<file path="config.mk">
export PLATFORM = sky130hd
export DESIGN_NAME = noc_input_buffer
export DESIGN_NICKNAME = d
export VERILOG_FILES = /design/src/rtl/noc_pkg.sv /design/src/rtl/noc_sync_fifo.sv /design/src/rtl/noc_input_buffer.sv
export SDC_FILE = /design/constraint.sdc
export NUM_CORES = 1
export LEC_CHECK = 0
export CORE_UTILIZATION = 44
export CTS_CLUSTER_SIZE = 30
export DETAILED_ROUTE_END_ITERATION = 10
export GPL_TIMING_DRIVEN = 0
export PLACE_DENSITY = 0.72
export REMOVE_ABC_BUFFERS = 1
export SLEW_MARGIN = 20
export SYNTH_ARGS = -nofsm -noshare
export SYNTH_HDL_FRONTEND = slang
export SYNTH_SLANG_ARGS = --single-unit
</file>
<file path="constraint.sdc">
create_clock -name clk -period 5.55 [get_ports clk]
set_clock_uncertainty 0.15 [all_clocks]
set_input_delay 1.11 -clock clk [delete_from_list [all_inputs] [get_ports clk]]
set_output_delay 1.11 -clock clk [all_outputs]
set_load 0.02 [all_outputs]
</file>
<file path="src/rtl/noc_pkg.sv">
// Shared constants for the NoC router input stage: port codes, flit types, FSM states.
package noc_pkg;

  localparam int COORD_W = 3;

  localparam logic [2:0] PORT_L    = 3'd0;
  localparam logic [2:0] PORT_N    = 3'd1;
  localparam logic [2:0] PORT_E    = 3'd2;
  localparam logic [2:0] PORT_S    = 3'd3;
  localparam logic [2:0] PORT_W    = 3'd4;
  localparam logic [2:0] PORT_NONE = 3'd7;

  typedef enum logic [1:0] {
    FT_BODY   = 2'b00,
    FT_HEAD   = 2'b01,
    FT_TAIL   = 2'b10,
    FT_SINGLE = 2'b11
  } flit_type_e;

  typedef enum logic {
    ST_IDLE,
    ST_ACTIVE
  } state_e;

  // Head and single both carry a destination; tail and single both close a packet.
  function automatic logic starts_packet(input logic [1:0] ftype);
    return (ftype == FT_HEAD) || (ftype == FT_SINGLE);
  endfunction

  function automatic logic ends_packet(input logic [1:0] ftype);
    return (ftype == FT_TAIL) || (ftype == FT_SINGLE);
  endfunction

endpackage

</file>
<file path="src/rtl/noc_sync_fifo.sv">
// DEPTH x WIDTH synchronous FIFO with occupancy count; read port is combinational
// from the storage registers and returns zero while empty.
module noc_sync_fifo #(
  parameter int DEPTH = 4,
  parameter int WIDTH = 8,
  parameter int AW    = (DEPTH > 1) ? $clog2(DEPTH) : 1,
  parameter int CW    = $clog2(DEPTH + 1)
) (
  input  logic             clk,
  input  logic             rst,
  input  logic             push,
  input  logic             pop,
  input  logic [WIDTH-1:0] wr_data,
  output logic [WIDTH-1:0] rd_data,
  output logic [CW-1:0]    count,
  output logic             empty
);

  logic [WIDTH-1:0] mem [DEPTH];
  logic [AW-1:0]    wr_ptr_reg;
  logic [AW-1:0]    rd_ptr_reg;
  logic [CW-1:0]    count_reg;
  logic             full_int;
  logic             do_push;
  logic             do_pop;

  assign full_int = (count_reg == CW'(DEPTH));
  assign empty    = (count_reg == '0);
  assign count    = count_reg;
  // Writes while full are discarded here so callers need not gate them.
  assign do_push  = push && !full_int;
  assign do_pop   = pop && !empty;
  assign rd_data  = empty ? '0 : mem[rd_ptr_reg];

  always_ff @(posedge clk or negedge rst) begin
    if (!rst) begin
      wr_ptr_reg <= '0;
      rd_ptr_reg <= '0;
      count_reg  <= '0;
    end else begin
      if (do_push) wr_ptr_reg <= wr_ptr_reg + 1'b1;
      if (do_pop)  rd_ptr_reg <= rd_ptr_reg + 1'b1;
      case ({do_push, do_pop})
        2'b10:   count_reg <= count_reg + 1'b1;
        2'b01:   count_reg <= count_reg - 1'b1;
        default: count_reg <= count_reg;
      endcase
    end
  end

  // Storage needs no reset: the read port masks it to zero whenever empty.
  always_ff @(posedge clk) begin
    if (do_push) mem[wr_ptr_reg] <= wr_data;
  end

endmodule

</file>
<file path="src/rtl/noc_input_buffer.sv">
// Router input stage: flit FIFO, XY route from the head flit, wormhole FSM.
// Optional malformed-flit drop counter enabled by defining NOC_INBUF_STATS_EN.
module noc_input_buffer
  import noc_pkg::*;
#(
  parameter int DEPTH = 4,
  parameter int CUR_X = 0,
  parameter int CUR_Y = 0
) (
  input  logic       clk,
  input  logic       rst,
  input  logic [7:0] in_data,
  input  logic       in_valid,
  output logic       full,
  output logic [7:0] out_data,
  output logic [2:0] request,
  input  logic       grant
`ifdef NOC_INBUF_STATS_EN
  ,
  output logic [7:0] drop_cnt
`endif
);

  localparam int CW = $clog2(DEPTH + 1);
  localparam logic [COORD_W-1:0] MY_X = COORD_W'(CUR_X);
  localparam logic [COORD_W-1:0] MY_Y = COORD_W'(CUR_Y);

  logic [7:0]    head_flit;
  logic [CW-1:0] fifo_count;
  logic          fifo_empty;
  logic          pop;
  state_e        state_reg, state_next;
  logic [2:0]    route_reg, route_next;

  noc_sync_fifo #(
    .DEPTH(DEPTH),
    .WIDTH(8)
  ) u_fifo (
    .clk    (clk),
    .rst    (rst),
    .push   (in_valid),
    .pop    (pop),
    .wr_data(in_data),
    .rd_data(head_flit),
    .count  (fifo_count),
    .empty  (fifo_empty)
  );

  assign full     = (fifo_count == CW'(DEPTH));
  assign out_data = head_flit;

  // Dimension-ordered routing: resolve X first, then Y.
  function automatic logic [2:0] xy_route(input logic [7:0] flit);
    logic [COORD_W-1:0] dst_x;
    logic [COORD_W-1:0] dst_y;
    dst_x = flit[5:3];
    dst_y = flit[2:0];
    if (dst_x > MY_X)      return PORT_E;
    else if (dst_x < MY_X) return PORT_W;
    else if (dst_y > MY_Y) return PORT_N;
    else if (dst_y < MY_Y) return PORT_S;
    else                   return PORT_L;
  endfunction

  always_ff @(posedge clk or negedge rst) begin
    if (!rst) begin
      state_reg <= ST_IDLE;
      route_reg <= PORT_NONE;
    end else begin
      state_reg <= state_next;
      route_reg <= route_next;
    end
  end

  always_comb begin
    state_next = state_reg;
    route_next = route_reg;
    pop        = 1'b0;
    request    = PORT_NONE;
    case (state_reg)
      ST_IDLE: begin
        if (!fifo_empty) begin
          if (starts_packet(head_flit[7:6])) begin
            route_next = xy_route(head_flit);
            state_next = ST_ACTIVE;
          end else begin
            pop = 1'b1;
          end
        end
      end
      ST_ACTIVE: begin
        // Mid-packet heads are plain data here; the latched route persists.
        if (!fifo_empty) begin
          request = route_reg;
          if (grant) begin
            pop = 1'b1;
            if (ends_packet(head_flit[7:6])) state_next = ST_IDLE;
          end
        end
      end
      default: state_next = ST_IDLE;
    endcase
  end

`ifdef NOC_INBUF_STATS_EN
  logic [7:0] drop_cnt_reg;

  always_ff @(posedge clk or negedge rst) begin
    if (!rst) begin
      drop_cnt_reg <= 8'h00;
    end else if ((state_reg == ST_IDLE) && pop && (drop_cnt_reg != 8'hFF)) begin
      drop_cnt_reg <= drop_cnt_reg + 8'h01;
    end
  end

  assign drop_cnt = drop_cnt_reg;
`endif

endmodule

</file>
# Word level (Yosys, flattened, before mapping)
# Memory sizes are Yosys's and may differ from the RTL's.
# Index checks and enable logic that the tools add are counted.
# W data, S select, Z words.
dict set report totals {
  regBits 11
  mem_bits_rw 32
  input_bits 12
  word_cells 52
  n_memories 1
}
# name words width read_ports rd_clocked_by_memory_dff write_ports line_no
set memory_table {}
lappend memory_table {u_fifo.mem 4 8 1 0 1 noc_sync_fifo.sv:19} ;# logic [WIDTH-1:0] mem [DEPTH];
dict set report op_classes {
  addsub 4
  magnitude_cmp 4
  n_eq_ne 6
  mux 21
  bitwise_logic 2
  n_reduce_logical 9
}
# cell n
set op_table {}
lappend op_table {{$mux W3} 4}
lappend op_table {{$mux W1} 11}
lappend op_table {{$mux W8} 1}
lappend op_table {{$eq A2 B2 Y1 const B} 3}
lappend op_table {{$gt A3 B1 Y1 const B} 2}
lappend op_table {{$lt A3 B1 Y1 const B} 2}
lappend op_table {{$pmux W3 S2} 1}
lappend op_table {{$add A2 B1 Y2 const B} 2}
lappend op_table {{$eq A2 B1 Y1 const B} 2}
lappend op_table {{$mux W2} 2}
lappend op_table {{$pmux W1 S2} 2}
lappend op_table {{$add A3 B1 Y3 const B} 1}
lappend op_table {{$eq A3 B3 Y1 const B} 1}
lappend op_table {{$logic_not A3 Y1} 1}
lappend op_table {{$reduce_and A3 Y1} 1}
lappend op_table {{$sub A3 B1 Y3 const B} 1}
lappend op_table {{$logic_and A1 B1 Y1} 2}
lappend op_table {{$logic_not A1 Y1} 2}
lappend op_table {{$logic_or A1 B1 Y1} 2}
lappend op_table {{$not A1 Y1} 2}
lappend op_table {{$reduce_bool A2 Y1} 1}

# Depth between registers and ports, before layout
dict set report depth {
  ltp_word 10
  depth_mapped 10
  mapped_depth_nobuf 10
}

# By module
# From an unflattened synthesis, not the netlist that was laid out.
dict set report hier_totals {
  cells_unflattened 112
  area_unflattened_um2 1855.5
}
# module n_inst cells_per_inst area_per_inst_um2 seq_area_each_um2
set by_module_without_submodules {}
lappend by_module_without_submodules {noc_sync_fifo 1 89 1637.8 1136.1}
lappend by_module_without_submodules {noc_input_buffer 1 23 217.7 103.8}

# Worst setup path after synthesis
# OpenSTA, ideal clock, no wires.
dict set report synth_timing {
  path_kind {input -> register}
  startpoint {in grant}
  endpoint {reg u_fifo.count_reg[2] (netlist: u_fifo.count[2])}
  setup_time_ps 79
  t_arrival_ps 2590
  required_time_ps 5321
  setup_slack_ps 2731
  stages 8
  path_buffers 0
  path_cell_list {and2b_2 a211oi_4 ha_1 inv_1 fa_1 xor2_1 nor2_1 xor2_1}
}
dict set report synth_via {
  elab_chain_cells 6
}
# item line_no
set synth_rtl {}
lappend synth_rtl {{start: declaration} noc_input_buffer.sv:17} ;# input logic grant
lappend synth_rtl {{$mux W1 *} noc_input_buffer.sv:95} ;# if (grant) begin
lappend synth_rtl {{$mux W1 *} noc_input_buffer.sv:93} ;# if (!fifo_empty) begin
lappend synth_rtl {{$pmux W1 S2 *} noc_input_buffer.sv:80} ;# case (state_reg)
lappend synth_rtl {{$logic_and A1 B1 Y1 *} noc_sync_fifo.sv:32} ;# assign do_pop = pop && !empty;
lappend synth_rtl {{net u_fifo.do_pop} noc_sync_fifo.sv:25} ;# logic do_pop;
lappend synth_rtl {{$eq A2 B1 Y1 / $eq A2 B2 Y1 (equally long branches)} noc_sync_fifo.sv:43} ;# case ({do_push, do_pop})
lappend synth_rtl {{$pmux W3 S2 / $reduce_bool A2 Y1 (equally long branches)} --}
lappend synth_rtl {{end signal: assignment} noc_sync_fifo.sv:44} ;# 2'b10: count_reg <= count_reg + 1'b1;
lappend synth_rtl {{end signal: assignment} noc_sync_fifo.sv:45} ;# 2'b01: count_reg <= count_reg - 1'b1;
lappend synth_rtl {{end signal: assignment} noc_sync_fifo.sv:46} ;# default: count_reg <= count_reg;
lappend synth_rtl {{end: declaration} noc_sync_fifo.sv:22} ;# logic [CW-1:0] count_reg;
# Mark *: on every way through the listed nets, which the timed path passes. The rest lies on a longest branch.
# A chain may end at the register's enable or synchronous reset.

# Worst setup path in the final report
dict set report layout_timing {
  startpoint {reg u_fifo.rd_ptr_reg[0]}
  endpoint {out out_data[7]}
}
dict set report layout_via {
  elab_chain_cells 2
}
# item line_no
set layout_rtl {}
lappend layout_rtl {{start: declaration} noc_sync_fifo.sv:21} ;# logic [AW-1:0] rd_ptr_reg;
lappend layout_rtl {{start signal: assignment} noc_sync_fifo.sv:42} ;# if (do_pop) rd_ptr_reg <= rd_ptr_reg + 1'b1;
lappend layout_rtl {{$mem_v2 Z4 W8} --}
lappend layout_rtl {{$mux W8} noc_sync_fifo.sv:33} ;# assign rd_data = empty ? '0 : mem[rd_ptr_reg];
lappend layout_rtl {{end: declaration} noc_input_buffer.sv:15} ;# output logic [7:0] out_data,
# No other way between the ends.

==> summary.md <==
| Metric | Value |
|---|---|
| Via count | 965 |
| Layout Utilization | 54.7% |
| Worst Hold Class | flop to flop |
| Cell variety after synth | 31 |
| CTS Root Cell | clkbuf_8 |
| CP Capture Type | output pin |
| GRT Resource Usage Total | 16.4% |
| Synthesis Warnings | 0 |
| Worst-path clk slew | 0.08 ns |
| Final hold violation count | 0 |
| Cells after Synth | 108 |
| Avg Cell Area, Syn | 17.4 um^2 |
| First-pass GRT wire length | 5000 um |
| Synth top area cells | edfxtp_1, dfrtp_1, mux4_1, dfstp_2, and2_1 |
| Io pins | 24 |
| Synth top cells by count | edfxtp_1, and2_1, dfrtp_1 |
| Unrepaired setup endpoints after global routing | no |
| Routability cong. | 0.671 |
| Pwr Density | 564 nW/um^2 |
| Crit path required time | 4.29 ns |
| Row count | 23 |
| CTS tree | yes |
| Height of the die | 67.3 um |
| Slew @ Worst Pin | 0.563 ns |
| Final nets | 153 |
| WS Path Type | flop to output pin |
| Sum of negative setup slack | 0 ns |
| Hold Slack | 0.322 ns |
| Pin count of the biggest net entering global routing | 13 |
| Post-synthesis sequential area ratio | 66.1% |
| Buffers on Ports | 23 |
| Post CTS Setup Buffer Count | 0 |
| Sink Count | 43 |
| Top cell type by total area after synthesis | edfxtp_1 |
| Placement Cell Area | 2140 um^2 |
| Initial antenna violation count | 0 |
| Final WL | 3020 um |
| Gr ovfl total | 0 |
| Post-Syn Area | 1880 um^2 |
| Number of synthesized register bits | 43 |
| Crit-path cells | mux4_1, and2_1, clkdlybuf4s50_1 |
| Dpl ws | 2.13 ns |
| Fin cells | 186 |
| Depth of the CTS H-tree | 2 |
| Post-cts resize count | 0 |
| GR met1 Demand/Resource | 17.1% |
| Crit path time final | 3.63 ns |
| P_leak | 0.822 nW |
| Die area | 4530 um^2 |
| Final WS setup | 1.92 ns |
| FMAX | 275 MHz |
| Vias in the first global route | 1059 |
| CP max FO | 10 |
| Via/cell ratio | 5.19 |
| First-pass DRT Iterations | 2 |
| Top Usage Layer GRT | met2 |
| Period Utilization, post-route | 65.4% |
| Routed len/inst | 16.2 um |
| Critical Path Start Type | flop |
| Count leader, synth | edfxtp_1 |
| Placed Cells | 178 |
| Met2 capacity usage during global routing | 28.7% |
| DP Wirelength | 2110 um |
| CP max stage delay | 0.68 ns |
| Cts-stage hold buffer count | 0 |
| Outcome | complete, no violations |
| Synth Flop Type | edfxtp_1 |
| Worst skew pair latency | 0.30 ns |
| Grt met3 use | 7.26% |
| Synth top area share | 51.2% |
| Clock buffer depth | 2 |
| CP max stage cell | dfrtp_1 |
| Fin area | 2220 um^2 |
| Max reg flops | 32 |
| Cts bufs inserted | 5 |
| Max IR drop VDD | 0.208 mV |
| Max-capacitance violation count | 0 |
| Die X | 67.3 um |
| Core ar. | 4060 um^2 |
| Slew HR | 62.2% |
| Routed Antenna Nets | 0 |
| Area grow syn2layout | 18.3% |
| Starting Density | 46.3% |
| Number of synthesized flops with an enable pin | 32 |
| Slew Limit Fails | 0 |
| Finish-stage setup viols | 0 |
| Layout fillers | 326 |
| Fraction of layout cells with a size suffix above 1 | 11.0% |
| Initial DRC Count | 34 |
| Ys async rst share | 25.6% |
| Crit path DAT | 2.37 ns |
| Power Total | 1.25 mW |
| # diodes | 0 |
| DRC viols | 0 |
-- final timing paths --
check                                      from                    to  slack, ns  cells past startpoint
setup / recovery           u_fifo.rd_ptr_reg[0]           out_data[7]       1.92                      3
hold / removal                     route_reg[0]          route_reg[0]       0.32                      2
setup reg to reg           u_fifo.rd_ptr_reg[0]       u_fifo.count[2]       2.59                      8
hold reg to reg                    route_reg[0]          route_reg[0]       0.32                      2
max in group asynchronous                   rst          route_reg[2]       3.90                      1
min in group asynchronous                   rst  u_fifo.wr_ptr_reg[0]       0.99                      1
-- layout by cell type, fill, tap and decap left out, types with 2 or more instances in the layout --
cell type / n
nor3_1: 2
ha_1: 5
inv_1: 7
or3_1: 4
dfstp_2: 3
xor2_1: 3
xnor2_1: 3
and3_1: 2
mux4_1: 7
dfrtp_1: 8
edfxtp_1: 32
clkinv_1: 2
clkdlybuf4s50_1: 23
mux2_2: 2
and2_1: 12
clkbuf_8: 5
-- worst max-delay path, delay by kind of cell, from the launching register on --
kind          cells  cell delay [ns]
mux               1             0.67
buf+inv           1             0.53
simple gates      1             0.19
flops             1             0.68
-- per-layer routing --
layer | vias to the layer above | wire length, um | part of all wire, %
li1 | 455 | - | -
met1 | 486 | 1250 | 41
met2 | 19 | 1610 | 53
met3 | 5 | 112 | 3.7
met4 | 0 | 38 | 1.3
met5 | - | 0 | 0
-- cell families (layout without fill, tap and decap cells) --
| family | count (synthesis) | count (layout) | share of synthesized area (%) |
|---|---|---|---|
| and+or+nand+nor | 28 | 28 | 9.07 |
| adders and majority gates | 6 | 6 | 4.40 |
| DFF | 43 | 43 | 66.1 |
| buffers and inverters | 10 | 38 | 2.93 |
| muxes | 11 | 11 | 12.7 |
| AOI/OAI and AO/OA | 4 | 4 | 2.00 |
| xor gates and xnor gates | 6 | 6 | 2.80 |
-- final cells by class --
cell class              count  area [um^2]  area share [%]
multi-input cells          55          582            26.2
flip-flops and latches     43         1240            55.8
inverters                   7         26.3            1.18
well taps                  50         62.6            2.82
clock buffers               6         72.6            3.27
repair buffers             23          230            10.4
clock inverters             2         7.51           0.338
-- report_power, final --
| part | switching [mW] | total, mW | internal, mW |
|---|---|---|---|
| clock network | 0.0998 | 0.186 | 0.0858 |
| logic | 0.280 | 0.565 | 0.285 |
| registers | 0.0610 | 0.503 | 0.442 |
| total | 0.440 | 1.25 | 0.813 |
(Power assumes the default switching activity.)
